### config.mk
export PLATFORM = sky130hd
export DESIGN_NAME = bp_io_link_arbiter
export DESIGN_NICKNAME = d
export VERILOG_FILES = /design/src/rtl/bp_io_link_arbiter_pkg.sv /design/src/rtl/bp_io_link_rr_lock_arb.sv /design/src/rtl/bp_io_link_arbiter.sv
export SDC_FILE = /design/constraint.sdc
export NUM_CORES = 1
export LEC_CHECK = 0
export ABC_AREA = 1
export BUFFER_PORTS_ARGS = -buffer_cell sky130_fd_sc_hd__buf_2
export CORE_MARGIN = 10
export CORE_UTILIZATION = 44
export CTS_CLUSTER_SIZE = 24
export DETAILED_ROUTE_END_ITERATION = 8
export PLACE_DENSITY_LB_ADDON = 0.1
export SETUP_SLACK_MARGIN = 0.02
export SKIP_CTS_REPAIR_TIMING = 1
export SYNTH_ARGS = -nofsm -noshare
export SYNTH_HDL_FRONTEND = slang
export SYNTH_SLANG_ARGS = --single-unit
### constraint.sdc
create_clock -name clk_i -period 3.6 [get_ports clk_i]
set_input_delay 0.72 -clock clk_i [delete_from_list [all_inputs] [get_ports clk_i]]
set_output_delay 0.72 -clock clk_i [all_outputs]
set_load 0.1 [all_outputs]
### src/rtl/bp_io_link_arbiter_pkg.sv
// Shared constants and width helpers for the I/O link arbiter.
package bp_io_link_arbiter_pkg;

  localparam int unsigned BP_IO_MSG_WIDTH = 16;

  function automatic int unsigned safe_clog2(input int unsigned n);
    return (n <= 1) ? 1 : $clog2(n);
  endfunction

endpackage

### src/rtl/bp_io_link_rr_lock_arb.sv
// Round-robin arbiter whose grant locks once offered until the link consumes it.
//   state    | meaning
//   unlocked | grant follows round-robin search from r_ptr
//   locked   | grant pinned to r_lock_id until yumi
module bp_io_link_rr_lock_arb
  import bp_io_link_arbiter_pkg::*;
#(
  parameter int unsigned num_req_p   = 3,
  parameter int unsigned tag_width_p = safe_clog2(num_req_p)
) (
  input  logic                   clk_i,
  input  logic                   reset_i,
  input  logic [num_req_p-1:0]   reqs_i,
  input  logic                   en_i,
  input  logic                   yumi_i,
  output logic [tag_width_p-1:0] grant_id_o,
  output logic                   grant_v_o
);

  logic                   r_lock_v, w_lock_v_n;
  logic [tag_width_p-1:0] r_lock_id, w_lock_id_n;
  logic [tag_width_p-1:0] r_ptr, w_ptr_n;
  logic [tag_width_p-1:0] w_idx, w_rr_id;
  logic                   w_rr_found;

  function automatic logic [tag_width_p-1:0] wrap_add(input logic [tag_width_p-1:0] base,
                                                       input int unsigned off);
    int unsigned s;
    s = int'(base) + off;
    return tag_width_p'(s % num_req_p);
  endfunction

  always_ff @(posedge clk_i) begin
    if (reset_i) begin
      r_lock_v  <= 1'b0;
      r_lock_id <= '0;
      r_ptr     <= '0;
    end else begin
      r_lock_v  <= w_lock_v_n;
      r_lock_id <= w_lock_id_n;
      r_ptr     <= w_ptr_n;
    end
  end

  always_comb begin
    w_lock_v_n  = r_lock_v;
    w_lock_id_n = r_lock_id;
    w_ptr_n     = r_ptr;
    if (yumi_i) begin
      w_lock_v_n = 1'b0;
      w_ptr_n    = wrap_add(grant_id_o, 1);
    end else if (grant_v_o && !r_lock_v) begin
      w_lock_v_n  = 1'b1;
      w_lock_id_n = grant_id_o;
    end
  end

  always_comb begin
    w_idx      = r_ptr;
    w_rr_id    = r_ptr;
    w_rr_found = 1'b0;
    for (int i = 0; i < num_req_p; i++) begin
      w_idx = wrap_add(r_ptr, i);
      if (!w_rr_found && reqs_i[w_idx]) begin
        w_rr_found = 1'b1;
        w_rr_id    = w_idx;
      end
    end
    if (r_lock_v) begin
      grant_id_o = r_lock_id;
      grant_v_o  = reqs_i[r_lock_id];
    end else begin
      grant_id_o = w_rr_id;
      grant_v_o  = en_i & w_rr_found;
    end
  end

endmodule

### src/rtl/bp_io_link_arbiter.sv
// Shares one uncached I/O link among several command sources; responses are
// routed back in issue order through a requester-tag FIFO.
module bp_io_link_arbiter
  import bp_io_link_arbiter_pkg::*;
#(
  parameter  int unsigned msg_width_p       = BP_IO_MSG_WIDTH,
  parameter  int unsigned num_req_p         = 3,
  parameter  int unsigned max_outstanding_p = 4,
  localparam int unsigned tag_width_lp      = safe_clog2(num_req_p),
  localparam int unsigned cnt_width_lp      = safe_clog2(max_outstanding_p + 1)
) (
  input  logic                             clk_i,
  input  logic                             reset_i,
  input  logic [num_req_p*msg_width_p-1:0] io_cmd_i,
  input  logic [num_req_p-1:0]             io_cmd_v_i,
  output logic [num_req_p-1:0]             io_cmd_yumi_o,
  output logic [msg_width_p-1:0]           io_cmd_o,
  output logic                             io_cmd_v_o,
  input  logic                             io_cmd_yumi_i,
  input  logic [msg_width_p-1:0]           io_resp_i,
  input  logic                             io_resp_v_i,
  output logic                             io_resp_ready_o,
  output logic [msg_width_p-1:0]           io_resp_o,
  output logic [num_req_p-1:0]             io_resp_v_o,
  input  logic [num_req_p-1:0]             io_resp_ready_i,
  output logic [cnt_width_lp-1:0]          outstanding_o,
  output logic                             err_o
);

  localparam int unsigned ptr_width_lp = safe_clog2(max_outstanding_p);

  logic [tag_width_lp-1:0] r_tag_mem [max_outstanding_p];
  logic [ptr_width_lp-1:0] r_rd_ptr, r_wr_ptr;
  logic [cnt_width_lp-1:0] r_outstanding;
  logic                    r_err;

  logic [tag_width_lp-1:0] w_grant_id, w_head;
  logic                    w_grant_v, w_can_issue, w_issue, w_pop, w_fifo_v;

  function automatic logic [ptr_width_lp-1:0] ptr_inc(input logic [ptr_width_lp-1:0] p);
    return (p == ptr_width_lp'(max_outstanding_p - 1)) ? '0 : p + ptr_width_lp'(1);
  endfunction

  // Registered count only: a same-cycle pop never frees a slot for issue.
  assign w_can_issue = (r_outstanding < cnt_width_lp'(max_outstanding_p));

  bp_io_link_rr_lock_arb #(
    .num_req_p   (num_req_p),
    .tag_width_p (tag_width_lp)
  ) u_arb (
    .clk_i      (clk_i),
    .reset_i    (reset_i),
    .reqs_i     (io_cmd_v_i),
    .en_i       (w_can_issue),
    .yumi_i     (w_issue),
    .grant_id_o (w_grant_id),
    .grant_v_o  (w_grant_v)
  );

  assign io_cmd_v_o = w_grant_v;
  assign w_issue    = io_cmd_yumi_i & w_grant_v;

  always_comb begin
    io_cmd_o      = io_cmd_i[msg_width_p-1:0];
    io_cmd_yumi_o = '0;
    for (int k = 0; k < num_req_p; k++) begin
      if (w_grant_id == tag_width_lp'(k)) io_cmd_o = io_cmd_i[k*msg_width_p +: msg_width_p];
    end
    if (w_issue) io_cmd_yumi_o[w_grant_id] = 1'b1;
  end

  assign w_fifo_v        = (r_outstanding != '0);
  assign w_head          = r_tag_mem[r_rd_ptr];
  assign io_resp_ready_o = w_fifo_v & io_resp_ready_i[w_head];
  assign io_resp_o       = io_resp_i;
  assign w_pop           = io_resp_v_i & io_resp_ready_o;

  always_comb begin
    io_resp_v_o = '0;
    if (io_resp_v_i && w_fifo_v) io_resp_v_o[w_head] = 1'b1;
  end

  always_ff @(posedge clk_i) begin
    if (w_issue) r_tag_mem[r_wr_ptr] <= w_grant_id;
  end

  always_ff @(posedge clk_i) begin
    if (reset_i) begin
      r_rd_ptr      <= '0;
      r_wr_ptr      <= '0;
      r_outstanding <= '0;
      r_err         <= 1'b0;
    end else begin
      if (w_issue) r_wr_ptr <= ptr_inc(r_wr_ptr);
      if (w_pop)   r_rd_ptr <= ptr_inc(r_rd_ptr);
      case ({w_issue, w_pop})
        2'b10:   r_outstanding <= r_outstanding + cnt_width_lp'(1);
        2'b01:   r_outstanding <= r_outstanding - cnt_width_lp'(1);
        default: r_outstanding <= r_outstanding;
      endcase
      if (io_resp_v_i && !w_fifo_v) r_err <= 1'b1;
    end
  end

  assign outstanding_o = r_outstanding;
  assign err_o         = r_err;

endmodule

# Word-level counts from Yosys, hierarchy flattened
# Memories as Yosys holds them, arrays and structs flattened. A register that Yosys moved wholly into a read port is not among the register bits.
# Cells that the tools add are included.
# W data, S select, Z words.
dict set report word_totals {
  elab_cells 87
  memories 1
  in_bits 74
  romBits 0
  ff_bits 13
  latch_bits 0
  ramBits 8
}
dict set report classes {
  div 4
  n_mul 0
  n_shift 0
  n_mux 33
  n_bitwise 5
  magnitude_cmp 9
  n_addsub 7
  eq_ne 6
  n_reduce_logical 15
}
# name words word_bits rd rd_ports_with_merged_regs write_ports line_no
set memory_table {}
lappend memory_table {r_tag_mem 4 2 1 1 1 bp_io_link_arbiter.sv:32} ;# logic [tag_width_lp-1:0] r_tag_mem [max_outstanding_p];
# operator n
set ops {}
lappend ops {{$mod A32 B2 Y32 const B} 3}
lappend ops {{$mod A2 B2 Y32 const B} 1}
lappend ops {{$mux W16} 2}
lappend ops {{$lt A2 B3 Y1 const B} 6}
lappend ops {{$mux W2} 8}
lappend ops {{$mux W1} 13}
lappend ops {{$bmux W1 S2} 5}
lappend ops {{$eq A2 B2 Y1 const B} 4}
lappend ops {{$logic_and A1 B1 Y1} 7}
lappend ops {{$add A2 B1 Y3 const B} 2}
lappend ops {{$mux W3} 2}
lappend ops {{$pmux W3 S2} 1}
lappend ops {{$add A2 B1 Y2 const B} 2}
lappend ops {{$and A1 B1 Y1} 4}
lappend ops {{$demux W1 S2} 2}
lappend ops {{$eq A2 B1 Y1 const B} 2}
lappend ops {{$ge A2 B1 Y1 const B} 2}
lappend ops {{$logic_not A1 Y1} 4}
lappend ops {{$add A2 B2 Y3 const B} 1}
lappend ops {{$add A3 B1 Y3 const B} 1}
lappend ops {{$lt A3 B3 Y1 const B} 1}
lappend ops {{$reduce_bool A3 Y1} 1}
lappend ops {{$sub A3 B1 Y3 const B} 1}
lappend ops {{$reduce_and A2 Y1} 1}
lappend ops {{other kinds (3)} 3}

# Longest topological paths before layout
# Gate-level depths: netlist (run 1).
dict set report logic_depth {
  word_depth 16
  mapped_depth 20
  mapped_depth_nobuf 18
}

# Modules after synthesis
# Synthesis (run 1) repeated with hierarchy kept, for this count alone.
dict set report unflattened {
  cells_unflattened 278
  hier_area_um2 1885.6
}
# module cells_each area_each_um2 seq_area_each_um2 n_inst
set by_module_without_submodules {}
lappend by_module_without_submodules {bp_io_link_arbiter 186 1347.5 440.4 1}
lappend by_module_without_submodules {bp_io_link_rr_lock_arb 92 538.0 100.1 1}

# Least setup slack after synthesis (run 1)
# Ideal clock, no wire load.
dict set report synth_path {
  kind {register -> output}
  from {register u_arb.r_ptr[0]}
  to {output port io_cmd_o[10]}
  stages_incl_launch_ff 20
  path_buffers 2
  required_ps 2880
  t_arrival_ps 3840
  setup_slack_ps -960
  path_cell_list {dfxtp_1 -> inv_1 -> ha_1 -> inv_2 -> nand2_1 -> inv_1 -> nand2_1 -> nand2_1 -> nor2_1 -> o21ai_0 -> nand2_1 -> nand2_1 -> nand2_1 -> inv_1 -> ha_1 -> clkbuf_1 -> clkinv_1 -> clkbuf_1 -> nand2_1 -> a21oi_1}
}
dict set report synth_via {
  elab_chain_cells 14
}
# element line_no
set synth_rtl {}
lappend synth_rtl {{from (decl)} bp_io_link_rr_lock_arb.sv:22} ;# logic [tag_width_p-1:0] r_ptr, w_ptr_n;
lappend synth_rtl {{from (signal assigned)} bp_io_link_rr_lock_arb.sv:41} ;# r_ptr <= w_ptr_n;
lappend synth_rtl {{parallel branches: the longest is 9 deep, another holds $mod A32 B2 Y32} --}
lappend synth_rtl {{$mux W2 *} bp_io_link_rr_lock_arb.sv:64} ;# if (!w_rr_found && reqs_i[w_idx]) begin
lappend synth_rtl {{$mux W2 *} bp_io_link_rr_lock_arb.sv:69} ;# if (r_lock_v) begin
lappend synth_rtl {{via u_arb.grant_id_o[1]} bp_io_link_rr_lock_arb.sv:16} ;# output logic [tag_width_p-1:0] grant_id_o,
lappend synth_rtl {{$eq A2 B1 Y1} bp_io_link_arbiter.sv:67} ;# if (w_grant_id == tag_width_lp'(k)) io_cmd_o = io_cmd_i[k*msg_width_p +: msg_width_p];
lappend synth_rtl {{$mux W16} bp_io_link_arbiter.sv:67}
lappend synth_rtl {{$mux W16 *} bp_io_link_arbiter.sv:67}
lappend synth_rtl {{to (decl)} bp_io_link_arbiter.sv:17} ;# output logic [msg_width_p-1:0] io_cmd_o,
# Mark *: on every way through the listed nets, which the timed path passes. The select of a mux whose other input is x is not followed.

# Worst setup path in the final report (run 1)
# Same ends and word-level chain as after synthesis.

==> results of run 1 <==
## through the flow
step	std cells	TNS, ns	utilization, %	setup slack (ns)
after floorplan	309	0	-	0.000950
after global placement	427	0	64.5	0.110
after detailed placement	427	0	64.5	0.0581
after CTS	431	-1.99	65.5	-0.155
after global routing	436	-0.169	70.9	-0.0334
final	436	0	70.9	0.180
## logic make-up (layout without fill, tap and decap cells)
logic type | after synthesis | count (layout) | synth area share [%]
compound gates | 52 | 52 | 13.5
simple gates | 149 | 149 | 32.6
flops | 23 | 23 | 27.5
fa+ha+maj | 14 | 14 | 9.29
buf+inv | 71 | 146 | 17.1
## registers in the layout (all words and copies together) (netlist names), named ones only
name	count
u_arb.r_lock_id	2
r_wr_ptr	2
r_tag_mem	8
err_o	1
r_rd_ptr	2
u_arb.r_lock_v	1
u_arb.r_ptr	2
outstanding_o	3
## layer usage
| metal | wire length, um | vias up |
|---|---|---|
| li1 | - | 1118 |
| met1 | 2420 | 952 |
| met2 | 3180 | 50 |
| met3 | 292 | 6 |
| met4 | 96 | 0 |
| met5 | 0 | - |
## synthesized netlist by cell type (2+ instances only)
cell type,number,area [um^2]
a21oi_1,42,210
buf_4,16,120
clkbuf_1,6,22.5
clkinv_1,3,11.3
dfxtp_1,15,300
edfxtp_1,8,240
ha_1,13,163
inv_1,40,150
inv_2,4,15.0
nand2_1,71,267
nand2_2,5,31.3
nand3_1,24,120
nand3_2,2,20.0
nand3b_1,2,15.0
nand4_1,3,18.8
nor2_1,39,146
o21ai_0,7,35.0
## how the worst max path moves through the flow
stage                         from           end
floorplan           u_arb.r_ptr[0]  io_cmd_o[10]
global placement     io_cmd_v_i[1]   io_cmd_o[2]
detailed placement   io_cmd_v_i[0]   io_cmd_o[2]
CTS                 u_arb.r_ptr[0]   io_cmd_o[2]
global route        u_arb.r_ptr[1]  io_cmd_o[14]
finish              u_arb.r_ptr[0]  io_cmd_o[10]
## worst max-delay path, cell delays in order (launching register included)
cell and delay (ns):
dfxtp_1 0.34, inv_1 0.08, ha_4 0.31, inv_2 0.05, nand2_1 0.07, inv_1 0.05
nand2_1 0.05, nand2_1 0.09, nor2_2 0.10, o21ai_0 0.09, nand2_1 0.07, nand2_1 0.10
nand2_4 0.10, inv_1 0.06, ha_2 0.19, inv_2 0.11, buf_12 0.13, nand2_1 0.09
a21oi_4 0.18, buf_12 0.19
## cell usage in the layout, fill, tap and decap left out, drive strengths merged
| cell type | synthesis | routed |
|---|---|---|
| nand4 | 3 | 3 |
| fa | 1 | 1 |
| o21ai | 8 | 8 |
| ha | 13 | 13 |
| nor2 | 40 | 40 |
| o2111ai | 1 | 1 |
| a31oi | 1 | 1 |
| edfxtp | 8 | 8 |
| clkinv | 3 | 2 |
| nand3 | 26 | 26 |
| a21oi | 42 | 42 |
| dfxtp | 15 | 15 |
| clkbuf | 7 | 5 |
| nand3b | 2 | 2 |
| nand2 | 77 | 77 |
| inv | 44 | 46 |
| buf | 17 | 93 |
| or2 | 1 | 1 |
## layout make-up
cell class | instances | area share (%)
clock buffer | 3 | 1.34
multi-input combinational | 215 | 45.8
inverter | 47 | 5.71
sequential | 23 | 17.6
tap | 52 | 2.11
timing repair buffer | 95 | 27.3
clock inverter | 1 | 0.162
==> results.yml, run 1 <==
status:
  status: "completed"
floorplan:
  initial_core_util_pct: 45.2
  die_h_um: 86.9
  core_um2: 4350
  rows: 24
  dieWidth_um: 86.9
  dieArea_um2: 7540
  pin_count: 118
final_layout:
  drive_above_1_share_pct: 41.9
  n_fill_cell: 368
  final-seq-area_um2: 544
  final_area_um2: 3090
  insertedDiodeCount: 0
  nets: 473
  syn_to_final_growth_pct: 57.1
  multi_input_area_um2: 1420
global_route:
  grt_pass1_wl_um: 9160
  grt_pass1_vias: 2086
  met2_usage_pct: 24.6
  grt.total_usage_pct: 14.4
  use_met3_pct: 3.56
  grt_util_met1_pct: 17.0
  antenna_found_initial: 0
  grt_max_degree: 18
  grt.busiest_layer: "met2"
  grt_remaining_overflow: 0
detailed_routing:
  detail_route.vias_per_cell: 4.88
  vias: 2126
  wl_per_cell_um: 13.7
  dr.pass1.iters: 4
  initialDrtViolationCount: 89
  drc: 0
  ant_nets: 0
  wl_um: 5980
worst_setup_path:
  cp-start-kind: "flop"
  crit_arrival_ns: 2.70
  crit_fanout: 9
  timing.rr.end: "outstanding_o[2]"
  ff2ff_setup_slack_ns: 0.80
  cp.required_ns: 2.88
  rr_startpoint: "u_arb.r_ptr[0]"
  end_kind: "output pin"
  critical_path_class: "flop to output pin"
  r2r_cells: 17
timing:
  setup_viol: 0
  worst_pin_slew_ns: 0.504
  fin_crit_ns: 3.42
  hold-worst-slack_ns: 0.448
  grt_setup_unrepaired: "true"
  slew_headroom_pct: 66.6
  final.setup_skew_ns: 0.00301
  final_hold_viol_count: 0
  post-route-period-util_pct: 95.0
  timing.fmax_ghz: 0.292
  slew_viol_final: 0
clock_tree:
  clockBufferDepth: 2
  ctsHtreeMaxLevel: 1
  cts.sinks: 23
  insertion_delay_ns: 0.26
  cts_tree: "done"
  clockRootBuffer: "clkbuf_8"
  path_clk_slew_ns: 0.08
  numCtsBuffers: 3
synth:
  synth_cell_type_count: 26
  yosysWarnings: 0
  ys_async_sr_fraction_pct: 0
  synthCells: 309
  synth-seq-cells: 23
  syn-num-nets: 397
  ys.flop_type: "dfxtp_1"
  yosysSeqAreaShare_pct: 27.5
  synth_edf_count: 8
  syn-cell-area_um2: 1970
  syn_area_per_cell_um2: 6.37
worst_hold_path:
  hold_path_depth: 2
  holdPathEnd: "err_o"
  hold_path_class: "flop to flop"
  holdCritStartpoint: "err_o"
flow_run:
  max_cap_violations: 0
place:
  place_area_um2: 2810
  dp_hpwl_um: 4680
  gp_congestion: 0.856
  io_buffers: 85
Power of run 1 is left out: the tool's default activity adds up to more than one toggle a clock period on the data nets, which glitch-free logic cannot reach.
==> run 2, diff against run 1 <==
CELL_PAD_IN_SITES_DETAIL_PLACEMENT = 1   (was not set)
CELL_PAD_IN_SITES_GLOBAL_PLACEMENT = 2   (was not set)
CORE_UTILIZATION = 21   (was 44)
==> run 2 against run 1 <==
Net effect: register-to-register slack about the same; sequential cell count did not move; wire length up 22%; clock skew about the same; worst hold slack improved by 0.016 ns; utilization decreased by 35 points; critical path depth is 2 lower; worst setup slack gained 0.043 ns; non-clock buffer count rose by 8; sequential share of layout area decreased by 1.1 points; critical endpoint is now io_cmd_o[8]; largest cell class unchanged; highest routed layer unchanged.
==> results.yml, run 2 (synthesized netlist as in run 1, its figures left out) <==
timing:
  final_hold_viol_count: 0
  fin_ws_ns: 0.223
  slew_headroom_pct: 66.4
  fin_crit_ns: 3.38
  timing.fmax_ghz: 0.296
  final.setup_skew_ns: 0.00308
  worst_pin_slew_ns: 0.507
  grt_setup_unrepaired: "false"
  setup_viol: 0
  post-route-period-util_pct: 93.8
  slew_viol_final: 0
floorplan:
  rows: 35
  core_um2: 9200
  die_h_um: 117
  dieArea_um2: 13600
  initial_core_util_pct: 21.4
  dieWidth_um: 117
  pin_count: 118
final_layout:
  n_fill_cell: 1134
  largest_register_ffs: 8
  nets: 481
  insertedDiodeCount: 0
  top_register: "r_tag_mem"
  syn_to_final_growth_pct: 68.1
  final_area_um2: 3310
  drive_above_1_share_pct: 48.2
  layout_common_cells: "67 x buf_2, 66 x nand2_1, 37 x inv_1"
  final_common_cell: "buf_2"
clock_tree:
  insertion_delay_ns: 0.26
  numCtsBuffers: 3
  path_clk_slew_ns: 0.08
  clockRootBuffer: "clkbuf_8"
  cts_tree: "done"
  ctsHtreeMaxLevel: 1
  clockBufferDepth: 2
  cts.sinks: 23
worst_hold_path:
  holdPathEnd: "err_o"
  hold_path_depth: 2
  hold_path_class: "flop to flop"
  holdCritStartpoint: "err_o"
place:
  io_buffers: 85
  place_area_um2: 2940
  dp_hpwl_um: 6020
  gp_congestion: 0.734
  dp_slack_ns: 0.126
detailed_routing:
  dr.pass1.iters: 4
  detail_route.vias_per_cell: 4.38
  initialDrtViolationCount: 38
  ant_nets: 0
  vias: 2204
  wl_um: 7280
  wl_per_cell_um: 14.5
  drc: 0
worst_setup_path:
  timing.rr.end: "outstanding_o[2]"
  cp.required_ns: 2.88
  critical_path_class: "flop to output pin"
  rr_startpoint: "u_arb.r_ptr[1]"
  cp_top_family: "buffers and inverters"
  critPathMaxStageDelay_ns: 0.38
  crit_arrival_ns: 2.66
  crit_buf_inv: 5
  cp_cell_sequence: "ha_4 -> buf_4 -> nor2_1 -> nand2_1 -> nand3_2 -> nand3_1 -> nor2_1 -> nor2_1 -> nand2_1 -> nand2_2 -> buf_6 -> ha_4 -> clkinvlp_4 -> clkbuf_16 -> nor2_4 -> a21oi_4 -> buf_12"
  cp_slowest_cell: "dfxtp_4"
  ff2ff_setup_slack_ns: 0.80
  crit_fanout: 8
  cp-start-kind: "flop"
  cp_common_cell: "nor2_1"
  r2r_cells: 16
  end_kind: "output pin"
global_route:
  grt_max_degree: 18
  grt_remaining_overflow: 0
  grt.total_usage_pct: 10.2
  antenna_found_initial: 0
  grt_pass1_wl_um: 11200
  grt_pass1_vias: 2309
flow_run:
  max_cap_violations: 0
status:
  status: "completed"
[run 2: cell count changes in the layout (fill, tap and decap cells not counted), sizes merged]
cell      before  now
buf           93  101
clkbuf         5    6
clkinv         2    1
clkinvlp       0    2
inv           46   44
[run 2: area by class of cell]
class | instances | area, um^2 | area share (%)
Multi-Input combinational cell | 215 | 1500 | 45.2
Timing Repair Buffer | 103 | 898 | 27.2
Sequential cell | 23 | 546 | 16.5
Inverter | 47 | 184 | 5.56
Tap cell | 111 | 139 | 4.20
Clock buffer | 4 | 45.0 | 1.36
[run 2: routing by layer]
layer	global-route usage [%]	routed length (um)
met1	11.0	2910
met2	18.3	3770
met3	3.62	522
met4	3.13	83
met5	0	0
[run 2: worst min-delay path, stage by stage, from the launching register on]
cell	delay, ns
dfxtp_1	0.32
inv_1	0.05
a21oi_1	0.05
[run 2: how the worst max path moves through the flow]
stage	startpoint	endpoint	cells past startpoint
detailed placement	io_cmd_v_i[0]	io_cmd_o[3]	17
floorplan	u_arb.r_ptr[0]	io_cmd_o[10]	20
global placement	io_cmd_v_i[0]	io_cmd_o[3]	17
global route	u_arb.r_ptr[1]	io_cmd_o[8]	17
CTS	u_arb.r_ptr[0]	io_cmd_o[3]	19
finish	u_arb.r_ptr[1]	io_cmd_o[8]	17
[run 2: stage by stage]
step	std cells	utilization, %	TNS [ns]	hold WS [ns]
floorplan	309	-	0	0.488
global placement	490	31.9	0	0.434
detailed placement	490	31.9	0	0.445
CTS	494	32.4	-1.80	0.459
global route	503	36.0	0	0.476
finish	503	36.0	0	0.464
Power of run 2 is left out for the same reason.
==> run 3, diff against run 2 <==
SYNTH_HIERARCHICAL = 1   (was not set)
==> run 3 against run 2 <==
Net effect: synthesized cell count is 10% lower; die area down 3.4%; clock skew is 0.0036 ns higher; utilization decreased by 2.6 points; fmax up 3.0%; sequential cell count is the same; cell count fell by 8.2%; synthesized area fell by 4.1%.
==> results.yml, run 3 <==
worst_setup_path:
  critical_path_class: "flop to output pin"
  crit_fanout: 9
  cp-start-kind: "flop"
  rr_startpoint: "u_arb/r_ptr[0]"
  ff2ff_setup_slack_ns: 0.69
  crit_arrival_ns: 2.56
  setup.worst_path.end: "io_cmd_o[14]"
  cp.required_ns: 2.88
  r2r_cells: 16
  crit_start: "u_arb/r_ptr[1]"
  end_kind: "output pin"
  timing.rr.end: "outstanding_o[2]"
synth:
  syn-num-nets: 362
  syn_area_per_cell_um2: 6.78
  ys_async_sr_fraction_pct: 0
  synth_edf_count: 8
  ys.flop_type: "dfxtp_1"
  synth-seq-cells: 23
  synth_area_leaders: "dfxtp_1 16%, edfxtp_1 13%, nand2_1 11%, inv_1 8.2%, nor2_1 7.6%"
  yosysMostFrequentCell: "nand2_1"
  yosysWarnings: 6
  synth_common_cells: "53 x nand2_1, 41 x inv_1, 38 x nor2_1"
  syn-cell-area_um2: 1890
  synthCells: 278
  yosysSeqAreaShare_pct: 28.7
  synth_cell_type_count: 30
  netlist.area_leader.share_pct: 15.9
  synth_top_cell_by_area: "dfxtp_1"
floorplan:
  pin_count: 118
  core_um2: 8720
  dieArea_um2: 13200
  die_h_um: 115
  initial_core_util_pct: 21.6
  rows: 34
  dieWidth_um: 115
clock_tree:
  clockRootBuffer: "clkbuf_8"
  ctsHtreeMaxLevel: 1
  cts_tree: "done"
  numCtsBuffers: 3
  path_clk_slew_ns: 0.08
  insertion_delay_ns: 0.26
  clockBufferDepth: 2
  cts.sinks: 23
global_route:
  use_met3_pct: 1.61
  grt_max_degree: 13
  met2_usage_pct: 17.9
  grt_util_met1_pct: 10.1
  grt.busiest_layer: "met2"
  antenna_found_initial: 0
  grt.total_usage_pct: 9.26
  grt_pass1_vias: 1990
  grt_pass1_wl_um: 10200
  grt_remaining_overflow: 0
timing:
  worst_pin_slew_ns: 0.494
  grt_setup_unrepaired: "false"
  hold-worst-slack_ns: 0.467
  final_hold_viol_count: 0
  final.setup_skew_ns: 0.00671
  post-route-period-util_pct: 91.1
  timing.fmax_ghz: 0.305
  slew_headroom_pct: 67.3
  fin_crit_ns: 3.28
  setup_viol: 0
  slew_viol_final: 0
flow_run:
  max_cap_violations: 0
final_layout:
  fin_cells: 462
  syn_to_final_growth_pct: 54.4
  largest_register_ffs: 8
  drive_above_1_share_pct: 43.8
  finish.utilization_pct: 33.4
  final_common_cell: "buf_2"
  insertedDiodeCount: 0
  layout_common_cells: "66 x buf_2, 51 x nand2_1, 37 x inv_1"
  nets: 439
  top_register: "r_tag_mem"
detailed_routing:
  wl_um: 6530
  ant_nets: 0
  vias: 2009
  wl_per_cell_um: 14.1
  initialDrtViolationCount: 52
  drc: 0
  detail_route.vias_per_cell: 4.35
  dr.pass1.iters: 4
place:
  dp_hpwl_um: 5660
  io_buffers: 85
  placedCellCount: 457
  gp_congestion: 0.724
worst_hold_path:
  holdCritStartpoint: "err_o"
  hold_path_class: "flop to flop"
status:
  status: "completed"
run 3: cell types whose count changed after synthesis, moves of 2 or more:
cell and change:
a21oi_1 -30, nand2_1 -18, o22ai_1 +11, ha_1 -4, nand3_1 +4, clkbuf_1 -3, nand3_2 +3, a211oi_1 +2
buf_2 +2, clkinv_1 -2, nand2_4 +2, o21ai_0 +2
run 3: per-layer routing:
layer / wire length [um] / vias to the layer above
li1: - / 1035
met1: 2490 / 935
met2: 3730 / 33
met3: 256 / 6
met4: 51 / 0
met5: 0 / -
run 3: worst min-delay path by stage:
stage,slack (ns),cells past startpoint,to
floorplan,0.47,2,u_arb/r_ptr[1]
global placement,0.45,2,err_o
detailed placement,0.46,2,err_o
CTS,0.47,2,err_o
global route,0.50,2,err_o
finish,0.47,2,err_o
run 3: kinds of logic after synthesis:
kind of cell    after synthesis  share of synthesized area [%]
buf+inv                      67                           16.7
compound gates               38                           11.9
fa+ha+maj                    10                           7.03
simple gates                140                           35.7
flops                        23                           28.7
run 3: critical path, stage by stage, from the launching register on:
cell and delay (ns):
dfxtp_2 0.38, inv_1 0.09, ha_4 0.19, o21ai_1 0.26
nand2_4 0.13, nand2_1 0.07, nand2_1 0.05, nand2_1 0.05
nand3_1 0.06, nand2_1 0.08, nand2_1 0.09, inv_2 0.10
nor2_4 0.05, inv_2 0.06, nand2_2 0.09, buf_6 0.15
nor2_1 0.17, nor2_4 0.07, buf_12 0.16
run 3: final cells by class:
type	count	area, um^2
clock buffer	4	45.0
fill	1064	5810
inverter	46	175
multi-input combinational	188	1230
sequential	23	543
tap	108	135
timing repair buffer	93	778
run 3: stage by stage:
stage	TNS [ns]	instance area [um^2]	setup WS [ns]
floorplan	-0.717	1990	-0.261
global placement	0	2740	0.267
detailed placement	0	2740	0.195
CTS	-0.349	2790	-0.0438
global route	0	2910	0.0425
finish	0	2910	0.320
Power of run 3 is left out for the same reason.
